$ cat config.mk
export PLATFORM = sky130hd
export DESIGN_NAME = wdt_supervisor
export DESIGN_NICKNAME = d
export VERILOG_FILES = /design/src/rtl/wdt_pkg.sv /design/src/rtl/wdt_channel.sv /design/src/rtl/wdt_supervisor.sv
export SDC_FILE = /design/constraint.sdc
export NUM_CORES = 1
export LEC_CHECK = 0
export ABC_AREA = 1
export BUFFER_PORTS_ARGS = -buffer_cell sky130_fd_sc_hd__buf_2
export CAP_MARGIN = 20
export CORE_MARGIN = 2
export CORE_UTILIZATION = 25
export CTS_BUF_LIST = sky130_fd_sc_hd__clkbuf_16
export CTS_CLUSTER_DIAMETER = 200
export DETAILED_ROUTE_END_ITERATION = 7
export GPL_TIMING_DRIVEN = 1
export PLACE_DENSITY = 0.46
export REMOVE_ABC_BUFFERS = 1
export SETUP_SLACK_MARGIN = 0.15
export SLEW_MARGIN = 20
export SYNTH_ARGS = -nofsm -noshare
export SYNTH_HDL_FRONTEND = slang
export SYNTH_SLANG_ARGS = --single-unit
$ cat constraint.sdc
create_clock -name clk -period 6.85 [get_ports clk]
set_input_delay 0.685 -clock clk [delete_from_list [all_inputs] [get_ports clk]]
set_output_delay 0.685 -clock clk [all_outputs]
set_load 0.05 [all_outputs]
$ cat src/rtl/wdt_pkg.sv
// Shared types for the multi-channel watchdog supervisor.
package wdt_pkg;

    typedef enum logic [1:0] {
        ST_IDLE  = 2'b00,
        ST_RUN   = 2'b01,
        ST_WAIT  = 2'b10,
        ST_ERROR = 2'b11
    } wdt_state_t;

endpackage

$ cat src/rtl/wdt_channel.sv
// One watchdog channel: arm on enable, count from the first kick, trip on a missed deadline.
module wdt_channel
    import wdt_pkg::*;
#(
    parameter int TW       = 16,
    parameter int WARN_CYC = 8,
    parameter bit STICKY   = 1'b1
) (
    input  logic          clk,
    input  logic          rst,
    input  logic          en,
    input  logic          kick,
    input  logic          clr,
    input  logic [TW-1:0] timeout_val,
    output wdt_state_t    state,
    output logic          warn,
    output logic          err_entry
);

    localparam logic [TW-1:0] WARN_LIM = TW'(WARN_CYC);

    wdt_state_t    state_q, state_d;
    logic [TW-1:0] count_q, count_d;

    always_ff @(posedge clk) begin
        if (rst) begin
            state_q <= ST_IDLE;
            count_q <= '0;
        end else begin
            state_q <= state_d;
            count_q <= count_d;
        end
    end

    // clr beats a dropped enable, which in turn never releases a latched error.
    always_comb begin
        state_d = state_q;
        count_d = count_q;
        if (clr) begin
            state_d = ST_IDLE;
        end else if (!en && state_q != ST_ERROR) begin
            state_d = ST_IDLE;
        end else begin
            case (state_q)
                ST_IDLE: state_d = ST_WAIT;
                ST_WAIT: begin
                    if (kick) begin
                        state_d = ST_RUN;
                        count_d = timeout_val;
                    end
                end
                ST_RUN: begin
                    if (kick) begin
                        count_d = timeout_val;
                    end else if (count_q == '0) begin
                        state_d = ST_ERROR;
                    end else begin
                        count_d = count_q - TW'(1);
                    end
                end
                ST_ERROR: begin
                    if (!STICKY) begin
                        state_d = en ? ST_WAIT : ST_IDLE;
                    end
                end
                default: state_d = ST_IDLE;
            endcase
        end
    end

    assign state     = state_q;
    assign warn      = (state_q == ST_RUN) && (count_q < WARN_LIM);
    assign err_entry = (state_q != ST_ERROR) && (state_d == ST_ERROR);

endmodule

$ cat src/rtl/wdt_supervisor.sv
// Multi-channel watchdog supervisor: per-channel FSMs plus a shared saturating fault counter.
module wdt_supervisor
    import wdt_pkg::*;
#(
    parameter int N_CH     = 4,
    parameter int TW       = 16,
    parameter int WARN_CYC = 8,
    parameter bit STICKY   = 1'b1,
    parameter int FCW      = 8
) (
    input  logic              clk,
    input  logic              rst,
    input  logic [N_CH-1:0]   en,
    input  logic [N_CH-1:0]   kick,
    input  logic [N_CH-1:0]   clr,
    input  logic [TW-1:0]     timeout_val,
    output logic [N_CH-1:0]   running,
    output logic [N_CH-1:0]   warn,
    output logic [N_CH-1:0]   error,
    output logic              any_error,
    output logic [FCW-1:0]    fault_cnt,
    output logic [2*N_CH-1:0] ch_state
);

    localparam int PCW = $clog2(N_CH + 1);
    localparam int SW  = ((FCW > PCW) ? FCW : PCW) + 1;

    logic [N_CH-1:0] err_entry;
    logic [PCW-1:0]  n_entries;
    logic [SW-1:0]   fault_sum;
    logic [FCW-1:0]  fault_d;

    for (genvar i = 0; i < N_CH; i++) begin : g_ch
        wdt_state_t st;

        wdt_channel #(
            .TW       (TW),
            .WARN_CYC (WARN_CYC),
            .STICKY   (STICKY)
        ) u_ch (
            .clk         (clk),
            .rst         (rst),
            .en          (en[i]),
            .kick        (kick[i]),
            .clr         (clr[i]),
            .timeout_val (timeout_val),
            .state       (st),
            .warn        (warn[i]),
            .err_entry   (err_entry[i])
        );

        assign running[i]         = (st == ST_RUN);
        assign error[i]           = (st == ST_ERROR);
        assign ch_state[2*i +: 2] = st;
    end

    always_comb begin
        n_entries = '0;
        for (int i = 0; i < N_CH; i++) begin
            n_entries = n_entries + PCW'(err_entry[i]);
        end
    end

    // Several channels can trip on one edge, so add the whole popcount before saturating.
    assign fault_sum = SW'(fault_cnt) + SW'(n_entries);
    assign fault_d   = (fault_sum > SW'({FCW{1'b1}})) ? {FCW{1'b1}} : fault_sum[FCW-1:0];

    always_ff @(posedge clk) begin
        if (rst) begin
            fault_cnt <= '0;
        end else begin
            fault_cnt <= fault_d;
        end
    end

    assign any_error = |error;

endmodule

# ---- After elaboration in Yosys (flattened, before gate mapping)
# Cells that the tools add are included.
dict set report word_totals {
  register_bits 80
  latchBits 0
  ramBits 0
  romBits 0
  inputBits 30
  elab_cells 132
  n_memories 0
}
dict set report classes {
  n_addsub 8
  mul 0
  div_mod_pow 0
  magnitude_cmp 5
  n_eq_ne 28
  n_shift 0
  muxes 41
  bitwise_logic 8
  n_reduce_logical 33
}
# op count
set ops {}
lappend ops {{$mux 16} 12}
lappend ops {{$pmux 16 s2} 4}
lappend ops {{$logic_not 16->1} 4}
lappend ops {{$lt 16x4->1 const B} 4}
lappend ops {{$sub 16x1->16 const B} 4}
lappend ops {{$mux 2} 20}
lappend ops {{$eq 2x2->1 const B} 12}
lappend ops {{$pmux 2 s3} 4}
lappend ops {{$reduce_and 5->1} 4}
lappend ops {{$ne 2x2->1 const B} 8}
lappend ops {{$logic_and 1x1->1} 12}
lappend ops {{$ne 3x3->1 const B} 4}
lappend ops {{$add 8x3->9} 1}
lappend ops {{$gt 9x8->1 const B} 1}
lappend ops {{$eq 2x1->1 const B} 4}
lappend ops {{$logic_not 2->1} 4}
lappend ops {{$mux 8} 1}
lappend ops {{$not 1->1} 8}
lappend ops {{$reduce_bool 2->1} 4}
lappend ops {{$logic_not 1->1} 4}
lappend ops {{$reduce_or 4->1} 1}
lappend ops {{$add 2x1->3} 1}
lappend ops {{$add 3x1->3} 1}
lappend ops {{$add 1x1->2} 1}

# ---- Logic depth before layout (Yosys ltp)
# Gate-level depths: netlist of run 1.
dict set report depth {
  word_depth 14
  depth_mapped 21
  depth_no_buf 21
}

# ---- Modules after synthesis
# From an unflattened synthesis of run 1, not the netlist that was laid out.
dict set report hier_totals {
  hier_cells 986
  area_unflattened_um2 6185.9
}
# module instances cells_each area_each_um2 seq_area_each_um2
set by_module_without_submodules {}
lappend by_module_without_submodules {wdt_channel 4 227 1410.1 360.3}
lappend by_module_without_submodules {wdt_supervisor 1 78 545.5 160.2}

# ---- Worst setup path after synthesis of run 1
# OpenSTA, ideal clock, no wires.
dict set report synth_timing {
  path_type {flip-flop to flip-flop}
  from {reg g_ch[0].u_ch.state_q[0]}
  to {reg fault_cnt[5]}
  arrival_time_ps 3771
  path_slack_ps 2969
  path_stages_with_launch 22
  n_path_buf 0
  period_less_slack_ps 3881
  path_cell_list {dfxtp_1 inv_1 nor2_2 nand2_1 inv_2 nand3_1 nand2_1 inv_1 nor2_1 nand2_1 fa_1 inv_1 fa_1 fa_1 nand2_1 inv_1 nand4_1 nor2_1 inv_1 nand2_1 nand2_1 inv_1}
}
# element line_no
set synth_lines {}
lappend synth_lines {{start, declared} wdt_channel.sv:22} ;# wdt_state_t state_q, state_d;
lappend synth_lines {{start signal, assigned} wdt_channel.sv:30} ;# state_q <= state_d;
lappend synth_lines {{$eq 2x1->1 *} -}
lappend synth_lines {{named net running[0]} wdt_supervisor.sv:17} ;# output logic [N_CH-1:0] running,
lappend synth_lines {{$pmux 2 s3 *} wdt_channel.sv:44} ;# case (state_q)
lappend synth_lines {{$mux 2 *} wdt_channel.sv:41} ;# end else if (!en && state_q != ST_ERROR) begin
lappend synth_lines {{$mux 2 *} wdt_channel.sv:39} ;# if (clr) begin
lappend synth_lines {{$eq 2x2->1 *} wdt_channel.sv:73} ;# assign err_entry = (state_q != ST_ERROR) && (state_d == ST_ERROR);
lappend synth_lines {{$logic_and 1x1->1 *} wdt_channel.sv:73}
lappend synth_lines {{$add 1x1->2 *} wdt_supervisor.sv:60} ;# n_entries = n_entries + PCW'(err_entry[i]);
lappend synth_lines {{$add 2x1->3 *} wdt_supervisor.sv:60}
lappend synth_lines {{$add 3x1->3 *} wdt_supervisor.sv:60}
lappend synth_lines {{$add 8x3->9 *} wdt_supervisor.sv:65} ;# assign fault_sum = SW'(fault_cnt) + SW'(n_entries);
lappend synth_lines {{$gt 9x8->1} wdt_supervisor.sv:66} ;# assign fault_d = (fault_sum > SW'({FCW{1'b1}})) ? {FCW{1'b1}} : fault_sum[FCW-1:0];
lappend synth_lines {{$mux 8 *} wdt_supervisor.sv:66}
lappend synth_lines {{end signal, assigned} wdt_supervisor.sv:72} ;# fault_cnt <= fault_d;
lappend synth_lines {{end, declared} wdt_supervisor.sv:21} ;# output logic [FCW-1:0] fault_cnt,
# The timed path passes the listed nets; every way through them passes the cells marked *.
# A chain may end at the register's enable or synchronous reset.

# ---- Worst setup path in the final report of run 1
dict set report layout_timing {
  from {reg g_ch[0].u_ch.state_q[0]}
  to {reg fault_cnt[3]}
}
dict set report layout_via {
  elab_chain_len 13
}
# element line_no
set layout_lines {}
lappend layout_lines {{$mux 2} wdt_channel.sv:55} ;# end else if (count_q == '0) begin
lappend layout_lines {{$mux 2} wdt_channel.sv:53} ;# if (kick) begin
lappend layout_lines {{$pmux 2 s3} wdt_channel.sv:44}
lappend layout_lines {{$mux 2} wdt_channel.sv:41}
lappend layout_lines {{$mux 2} wdt_channel.sv:39}
lappend layout_lines {{$eq 2x2->1} wdt_channel.sv:73}
lappend layout_lines {{$logic_and 1x1->1 *} wdt_channel.sv:73}
lappend layout_lines {{$add 1x1->2 *} wdt_supervisor.sv:60}
lappend layout_lines {{$add 2x1->3 *} wdt_supervisor.sv:60}
lappend layout_lines {{$add 3x1->3 *} wdt_supervisor.sv:60}
lappend layout_lines {{$add 8x3->9 *} wdt_supervisor.sv:65}
lappend layout_lines {{$gt 9x8->1} wdt_supervisor.sv:66}
lappend layout_lines {{$mux 8 *} wdt_supervisor.sv:66}
# Mark *: on every way between the ends. The rest lies on a longest branch, timed or not.

==> impl_metrics.csv, run 1 <==
group,metric,value,unit
hold_path,worstHoldPathType,"reg -> reg",
clock_network,cts_tree,"built",
clock_network,cts_max_path_buffers,2,
power,max-vdd-ir-drop,0.1070,mV
floorplanning,io_pins,59,
power,power.density,176.5,nW/um2
floorplanning,die_w,157.0,um
final_layout,synthToLayoutAreaGrowth,13.54,%
timing,setup_tns,0,ns
logic_synthesis,synth-edff-count,0,
clock_network,cts_sinks,80,
run,maxCapViolations,0,
logic_synthesis,synthesis.area,5851,um2
floorplanning,start_util,25.69,%
critical_path,cp_data_required_time,7.11,ns
drt,wl_per_cell,13.57,um
floorplanning,rows,55,
placed_design,postPlaceCellArea,6330,um2
timing,fmax,252.2,MHz
clock_network,cts_setup_buffers,0,
drt,ant_nets,0,
logic_synthesis,synthTopCellsByArea,"dfxtp_1 (27%), nand2_1 (19%), nor2_1 (9.9%), inv_1 (6.5%), o21ai_0 (5.2%)",
placed_design,dp_hpwl,12790,um
final_layout,fin_nets,1038,
timing,slew-limit-headroom,50.05,%
global_routing,grt_pass1_wl,28730,um
timing,drv_slew,0,
drt,drcViolationCount,0,
power,switchingPower,331.5,uW
power,p_clk_share,45.4,%
clock_network,cts.reportedPaths.clkPinSlew,0.07,ns
timing,clock_skew,0.008447,ns
outcome,run_status,"complete, no violations",
logic_synthesis,synth_top_area_share,27.37,%
critical_path,path_class,"reg -> reg",
logic_synthesis,synth_area_leader_cell,"dfxtp_1",
drt,first_iter_violations,413,
logic_synthesis,ys_seq_area_share,27.37,%
placed_design,dp.cells,1302,
timing,rsz0062_at_grt,"false",
final_layout,fin_cells,1318,
global_routing,grt_pass1_vias,5172,
placed_design,gp_congestion,0.7801,
logic_synthesis,synth_ff_type,"dfxtp_1",
power,comb_power_share,13.7,%
power,swShare,28.27,%
floorplanning,die_h,157.0,um
global_routing,grtUsageTotal,15.02,%
power,p_seq_share,40.9,%
logic_synthesis,synth-seq-cells,80,
timing,hold_viol,0,
placed_design,place_ws,2.625,ns
global_routing,grt_max_degree,38,
logic_synthesis,syn_avg_cell_area,6.107,um2
drt,routed_via_density,4.401,
critical_path,slowest_stage,"fa_1",
drt,dr.pass1.iters,4,
timing,tightestPinTransition,0.7475,ns
timing,setup_viol,0,
logic_synthesis,synth_cell_type_count,41,
global_routing,antenna_found_initial,1,
global_routing,gr-total-overflow,0,
critical_path,end_kind,"flop",
timing,timing.final.crit_share,57.89,%
clock_network,cts_root_buf,"clkbuf_16",
logic_synthesis,async_reset_ff_share,0,%
timing,worst_slack,2.885,ns
critical_path,cp_max_fo,20,
clock_network,numCtsBuffers,9,
clock_network,cts_resized,0,
drt,wirelength,17880,um
logic_synthesis,yosysWarningCount,0,
critical_path,start_kind,"flop",
timing,period_needed,3.965,ns
final_layout,final_util,29.16,%
critical_path,path_cells,"inv_1 > nor2_2 > nand2_1 > inv_2 > nand3_1 > nand2_1 > inv_1 > nor2_1 > nand2_1 > fa_1 > inv_1 > fa_1 > fa_1 > nand2_1 > inv_1 > nand4_1 > nor2_1 > inv_1 > nand2_1 > nand2_1 > inv_1",
logic_synthesis,synthCells,958,
power,power.leakage,3.337,nW
clock_network,worstSkewPairLatency,0.35,ns
floorplanning,core,22780,um2
drt,route.vias.total,5800,
logic_synthesis,synth_most_common_cell,"nand2_1",
floorplanning,die_area,24640,um2
logic_synthesis,synthTopCellsByCount,"nand2_1 (290), nor2_1 (154), inv_1 (102)",
power,p_int,841.0,uW
clock_network,htree_levels,3,
final_layout,drive_above_1_share,15.92,%
critical_path,critical_path_arrival,4.22,ns
final_layout,final_cell_area,6643,um2
placed_design,numPortBuffers,58,
critical_path,max_stage_delay,0.50,ns
clock_network,cts_hold_buf,0,
final_layout,antenna_cells,0,
[stage by stage]
stage	power (mW)	hold WS [ns]
floorplan	0.5985	0.4500
global placement	0.6500	0.4711
detailed placement	0.6504	0.4722
CTS	1.187	0.4836
global route	1.229	0.4941
finish	1.173	0.4812
[area by class of cell]
class | instances | area [um2]
Timing Repair Buffer | 61 | 312.8
Multi-Input combinational cell | 736 | 3601
Clock buffer | 9 | 225.2
Inverter | 112 | 422.9
Tap cell | 313 | 391.6
Fill cell | 2630 | 16140
Clock inverter | 7 | 87.58
Sequential cell | 80 | 1602
[cells in the final DEF, fill, tap and decap left out, types with 3 or more instances in the layout]
master / Yosys / routed
nor2_4: 10 / 10
nand4_1: 11 / 11
fa_1: 3 / 3
a31oi_1: 4 / 4
buf_2: 7 / 58
buf_4: 5 / 3
nand3_1: 47 / 47
nor3_1: 6 / 6
a21oi_1: 32 / 32
o21ai_1: 4 / 4
xor2_1: 11 / 11
xnor2_1: 8 / 8
inv_2: 9 / 9
nand2_1: 290 / 290
o21bai_2: 3 / 3
or2_2: 3 / 3
clkbuf_16: 0 / 9
inv_1: 102 / 103
nand3b_1: 15 / 15
nor2_1: 154 / 154
nor2_2: 20 / 20
a21oi_2: 13 / 13
dfxtp_1: 80 / 80
o21ai_0: 61 / 61
nand2_2: 18 / 18
ha_1: 5 / 5
[sequential cells by signal, indices dropped and copies added, names as in the netlist]
name,flops
g_ch.u_ch.count_q,64
fault_cnt,8
g_ch.u_ch.state,8
[logic make-up (layout without fill, tap and decap cells)]
| logic type | count (synthesis) | after routing | synth area share [%] |
|---|---|---|---|
| adders and majority gates | 8 | 8 | 2.096 |
| DFF | 80 | 80 | 27.37 |
| and+or+nand+nor | 585 | 585 | 44.40 |
| AOI/OAI and AO/OA | 123 | 123 | 12.04 |
| muxes | 1 | 1 | 0.1711 |
| buffers and inverters | 142 | 189 | 11.08 |
| xor gates and xnor gates | 19 | 19 | 2.844 |
[power groups by stage]
stage	Combinational (mW)	Sequential [mW]	Clock [mW]
finish	0.161	0.479	0.533
global route	0.183	0.480	0.567
CTS	0.162	0.479	0.546
detailed placement	0.161	0.489	0
global placement	0.160	0.490	0
floorplan	0.106	0.493	0
[worst paths after layout]
path	start	to	slack, ns	cells past startpoint
setup reg to reg	g_ch[0].u_ch.state[0]	fault_cnt[3]	2.88	21
hold reg to reg	g_ch[1].u_ch.count_q[1]	g_ch[1].u_ch.count_q[1]	0.48	2
hold / removal	g_ch[1].u_ch.count_q[1]	g_ch[1].u_ch.count_q[1]	0.48	2
setup / recovery	g_ch[0].u_ch.state[0]	fault_cnt[3]	2.88	21
[layer usage]
metal / routed length (um) / track usage, % / part of all wire [%]
met2: 7498 / 22.37 / 42
met4: 149 / 2.665 / 0.83
met5: 13 / 0 / 0.073
met1: 9515 / 22.21 / 53
met3: 703 / 3.304 / 3.9
[worst max-delay path, delay by kind of cell, from the launching register on]
family,cells,cell delay (ns)
fa+ha+maj,3,1.37
buf+inv,7,0.85
flops,1,0.35
simple gates,11,1.30
No activity file was read; power rests on OpenSTA's default activity.
==> run 2, diff against run 1 <==
Settings changed: PLACE_DENSITY 0.46 to 0.48.
Clock period 6.85 ns to 3.3 ns, I/O delays scaled along.
==> run 2 against run 1 <==
Net effect:
- first-iteration DRC count down 8.7%
- wire length is 4.6% higher
- fmax grew 29%
- cell count increased by 3.0%
- utilization grew 1.5 points
- non-clock buffer count rose by 39
- count of clock-buffer cells in the layout stayed put
==> impl_metrics.csv, run 2 (synthesis results as in run 1) <==
group,metric,value,unit
critical_path,worstRegToRegCells,18,
drt,wl_per_cell,13.79,um
critical_path,regToRegStartpoint,"g_ch[2].u_ch.count_q[4]",
critical_path,reg2reg_slack,0.23,ns
drt,drcViolationCount,0,
final_layout,antenna_cells,0,
hold_path,worstHoldStart,"en[3]",
timing,period_needed,3.072,ns
final_layout,seq_area,1605,um2
critical_path,critical_path_arrival,3.32,ns
drt,routed_via_density,4.411,
final_layout,fin_nets,1077,
global_routing,gr-total-overflow,0,
final_layout,final_common_cell,"nand2_1",
global_routing,grt_pass1_wl,30000,um
final_layout,top_register,"g_ch.u_ch.count_q",
drt,first_iter_violations,377,
run,maxCapViolations,0,
floorplanning,io_pins,59,
floorplanning,start_util,25.69,%
global_routing,grtUsageTotal,15.69,%
final_layout,fillers,2571,
critical_path,start_kind,"flop",
final_layout,synthToLayoutAreaGrowth,19.55,%
critical_path,cp-startpoint,"g_ch[2].u_ch.count_q[4]",
timing,setup_viol,0,
timing,setup_tns,0,ns
critical_path,cp_max_fo,4,
floorplanning,die_h,157.0,um
critical_path,path_cells,"nor2_4 > nand2_2 > nor2_4 > a31oi_4 > nor2_2 > nand3_2 > fa_1 > inv_1 > fa_2 > fa_2 > nand2_2 > inv_2 > nand4_1 > nor2_2 > inv_2 > nand2_1 > nand2_1 > inv_1",
drt,dr.pass1.iters,5,
placed_design,dp_hpwl,13680,um
final_layout,final_util,30.71,%
power,max-vdd-ir-drop,0.1905,mV
critical_path,r2r-end,"fault_cnt[5]",
timing,clock_skew,0.01111,ns
drt,route.vias.total,5986,
final_layout,layout_common_cells,"nand2_1 (285), nor2_1 (144), inv_1 (96)",
placed_design,numPortBuffers,58,
timing,hold_viol,0,
power,power.leakage,3.517,nW
critical_path,path_class,"reg -> reg",
timing,tightestPinTransition,0.6956,ns
clock_network,cts_tree,"built",
outcome,run_status,"complete, no violations",
floorplanning,rows,55,
critical_path,cp_data_required_time,3.55,ns
timing,whs,0.3042,ns
floorplanning,die_area,24640,um2
drt,wirelength,18710,um
placed_design,gp_congestion,0.8119,
final_layout,multi_input_area,3705,um2
clock_network,cts_sinks,80,
critical_path,cp-endpoint,"fault_cnt[5]",
hold_path,worstHoldPathType,"in -> reg",
power,p_total,2.305,mW
clock_network,numCtsBuffers,9,
clock_network,htree_levels,3,
timing,slew-limit-headroom,53.63,%
placed_design,postPlaceCellArea,6600,um2
clock_network,cts_max_path_buffers,2,
global_routing,grt_max_degree,44,
floorplanning,core,22780,um2
clock_network,cts_root_buf,"clkbuf_16",
global_routing,grt_pass1_vias,5705,
global_routing,antenna_found_initial,0,
final_layout,largest_reg_flops,64,
critical_path,max_stage_delay,0.54,ns
drt,ant_nets,0,
timing,fmax,325.5,MHz
timing,timing.final.crit_share,93.09,%
critical_path,end_kind,"flop",
critical_path,slowest_stage,"fa_1",
timing,rsz0062_at_grt,"true",
clock_network,cts_hold_buf,0,
timing,drv_slew,0,
final_layout,drive_above_1_share,22.03,%
clock_network,worstSkewPairLatency,0.35,ns
clock_network,cts.reportedPaths.clkPinSlew,0.07,ns
floorplanning,die_w,157.0,um
power,power.density,329.5,nW/um2
final_layout,final_cell_area,6994,um2
-- run 2: where the power goes --
part | internal (mW) | leakage (nW) | switching (mW)
sequential | 0.979 | 0.647 | 0.0146
clock | 0.502 | 0.128 | 0.445
combinational | 0.128 | 2.74 | 0.235
-- run 2: worst min-delay path by stage --
stage / to / cells after the start
global placement: g_ch[2].u_ch.count_q[1] / 2
global route: g_ch[3].u_ch.state[0] / 3
CTS: g_ch[2].u_ch.state[0] / 3
finish: g_ch[3].u_ch.state[0] / 3
floorplan: g_ch[1].u_ch.count_q[10] / 1
detailed placement: g_ch[3].u_ch.count_q[1] / 2
-- run 2: layout make-up --
type / instances / share of cell area [%]
inverters: 112 / 6.047
well taps: 313 / 5.599
clock inverters: 7 / 0.5546
repair buffers: 100 / 8.658
multi-input cells: 736 / 52.97
flip-flops and latches: 80 / 22.95
clock buffers: 9 / 3.220
-- run 2: through the flow --
step | std cells | setup WS (ns)
floorplan | 928 | -1.070
global placement | 1338 | 0.06210
detailed placement | 1338 | 0.01185
CTS | 1354 | 0.1883
global route | 1357 | 0.05226
finish | 1357 | 0.2281
-- run 2: per-layer routing --
layer | part of all wire (%) | wire length [um] | vias up | track usage (%)
met3 | 4.1 | 759 | 10 | 2.726
met2 | 42 | 7914 | 100 | 24.67
met1 | 53 | 9888 | 2707 | 22.48
li1 | - | - | 3169 | -
met5 | 0 | 0 | - | 0
met4 | 0.77 | 144 | 0 | 3.102
-- run 2: worst max-delay path, delay by kind of cell, from the launching register on --
family | cells | cell delay, ns
fa+ha+maj | 3 | 1.28
buf+inv | 4 | 0.22
flops | 1 | 0.34
simple gates | 10 | 1.04
compound gates | 1 | 0.10
-- run 2: what timing repair did --
item,in CTS,in global routing
cloned,0,0
pin swaps,0,17
setup endpoints to repair,7,8
setup buffers,0,3
resized for setup,5,31
==> run 3, diff against run 2 <==
Settings changed: MAX_ROUTING_LAYER set to met4.
==> run 3 against run 2 <==
Net effect:
- register-to-register slack barely moved
- setup slack improved by 0.0034 ns
- fmax rose by 0.11%
- cell count did not move
- power rose by 0.12%
- combinational power barely moved
- cell area did not move
- critical path depth did not move
- count of clock-buffer cells in the layout did not move
- largest power group unchanged
- critical endpoint unchanged
- flip-flop and latch count did not move
==> impl_metrics.csv, run 3 (synthesis results as in run 1) <==
group,metric,value,unit
outcome,run_status,"complete, no violations",
drt,wl_per_cell,13.78,um
critical_path,path_class,"reg -> reg",
global_routing,grt_busiest_layer,"met2",
global_routing,grtUsageMet1,22.41,%
final_layout,drive_above_1_share,22.03,%
timing,timing.final.crit_share,92.98,%
floorplanning,die_h,157.0,um
critical_path,start_kind,"flop",
final_layout,fillers,2571,
drt,drcViolationCount,0,
placed_design,gp_congestion,0.8272,
hold_path,worstHoldPathType,"in -> reg",
clock_network,cts_hold_buf,0,
final_layout,antenna_cells,0,
floorplanning,start_util,25.69,%
placed_design,dp_hpwl,13680,um
timing,setup_viol,0,
final_layout,top_register,"g_ch.u_ch.count_q",
final_layout,layout_common_cells,"nand2_1 (285), nor2_1 (144), inv_1 (96)",
power,power.leakage,3.517,nW
critical_path,cp_max_fo,4,
timing,setup_tns,0,ns
global_routing,antenna_found_initial,0,
clock_network,cts_sinks,80,
global_routing,grtUsageTotal,16.15,%
floorplanning,core,22780,um2
global_routing,gr-total-overflow,0,
drt,route.vias.total,6004,
clock_network,cts_tree,"built",
critical_path,end_kind,"flop",
timing,rsz0062_at_grt,"true",
global_routing,globalRouteMet2Util,24.77,%
clock_network,cts.reportedPaths.clkPinSlew,0.07,ns
timing,fmax,325.9,MHz
drt,first_iter_violations,384,
timing,drv_slew,0,
drt,routed_via_density,4.424,
global_routing,grt_max_degree,44,
power,power.density,329.9,nW/um2
drt,dr.pass1.iters,6,
clock_network,numCtsBuffers,9,
timing,tightestPinTransition,0.7012,ns
floorplanning,die_area,24640,um2
final_layout,largest_reg_flops,64,
clock_network,cts_root_buf,"clkbuf_16",
global_routing,grt_pass1_wl,29990,um
timing,hold_viol,0,
critical_path,critical_path_arrival,3.32,ns
drt,wirelength,18700,um
final_layout,fin_nets,1077,
final_layout,synthToLayoutAreaGrowth,19.55,%
placed_design,numPortBuffers,58,
drt,ant_nets,0,
timing,whs,0.3029,ns
floorplanning,io_pins,59,
global_routing,grt_pass1_vias,5713,
power,max-vdd-ir-drop,0.1914,mV
timing,clock_skew,0.01035,ns
clock_network,cts_max_path_buffers,2,
final_layout,final_common_cell,"nand2_1",
timing,slew-limit-headroom,53.25,%
clock_network,htree_levels,3,
clock_network,worstSkewPairLatency,0.35,ns
critical_path,cp_data_required_time,3.55,ns
global_routing,use_met3,2.726,%
run,maxCapViolations,0,
floorplanning,rows,55,
floorplanning,die_w,157.0,um
timing,period_needed,3.068,ns
==> run 3: layer usage <==
layer  part of all wire [%]  vias up
met3                    4.3        8
met1                     53     2707
met4                   0.62        0
li1                       -     3167
met2                     43      122
met5                      0        -
==> run 3: worst max-delay path, stage by stage, from the launching register on <==
cell	delay (ns)
dfxtp_1	0.34
nor2_4	0.14
nand2_2	0.09
nor2_4	0.14
a31oi_4	0.10
nor2_2	0.13
nand3_2	0.16
fa_1	0.54
inv_1	0.05
fa_2	0.35
fa_2	0.38
nand2_2	0.07
inv_2	0.04
nand4_1	0.13
nor2_2	0.08
inv_2	0.09
nand2_1	0.05
nand2_1	0.05
inv_1	0.04
==> run 3: path summary, 6_finish.rpt <==
check                               start                       to  slack, ns  cells after the start
setup / recovery  g_ch[2].u_ch.count_q[4]             fault_cnt[5]       0.23                     18
hold / removal                      en[3]    g_ch[3].u_ch.state[0]       0.30                      3
hold reg to reg   g_ch[3].u_ch.count_q[1]  g_ch[3].u_ch.count_q[1]       0.48                      2
setup reg to reg  g_ch[2].u_ch.count_q[4]             fault_cnt[5]       0.23                     18
==> run 3: power by group <==
group | switching [mW] | internal [mW] | total, mW
logic | 0.235 | 0.128 | 0.364
registers | 0.0146 | 0.979 | 0.993
clock network | 0.448 | 0.502 | 0.950
==> run 3: what timing repair did <==
| action | CTS | global route |
|---|---|---|
| buffers inserted | 0 | 3 |
| pin swaps | 0 | 17 |
| resized for setup | 5 | 31 |
| setup endpoints to repair | 7 | 8 |
| hold endpoints to repair | 0 | 0 |
==> run 3: area by class of cell <==
cell class | count | area [um2] | area share (%)
clock buffer | 9 | 225.2 | 3.220
clock inverter | 7 | 38.79 | 0.5546
inverter | 112 | 422.9 | 6.047
multi-input combinational | 736 | 3705 | 52.97
sequential | 80 | 1605 | 22.95
tap | 313 | 391.6 | 5.599
timing repair buffer | 100 | 605.6 | 8.658
==> run 3: stage by stage <==
| stage | utilization, % | std cells | cell area (um2) | total power, mW | setup WS, ns |
|---|---|---|---|---|---|
| floorplan | - | 928 | 5625 | 1.242 | -1.070 |
| global placement | 28.98 | 1338 | 6600 | 1.370 | 0.06210 |
| detailed placement | 28.98 | 1338 | 6600 | 1.369 | 0.01185 |
| CTS | 30.19 | 1354 | 6877 | 2.326 | 0.1883 |
| global route | 30.71 | 1357 | 6994 | 2.421 | 0.05226 |
| finish | 30.71 | 1357 | 6994 | 2.307 | 0.2316 |
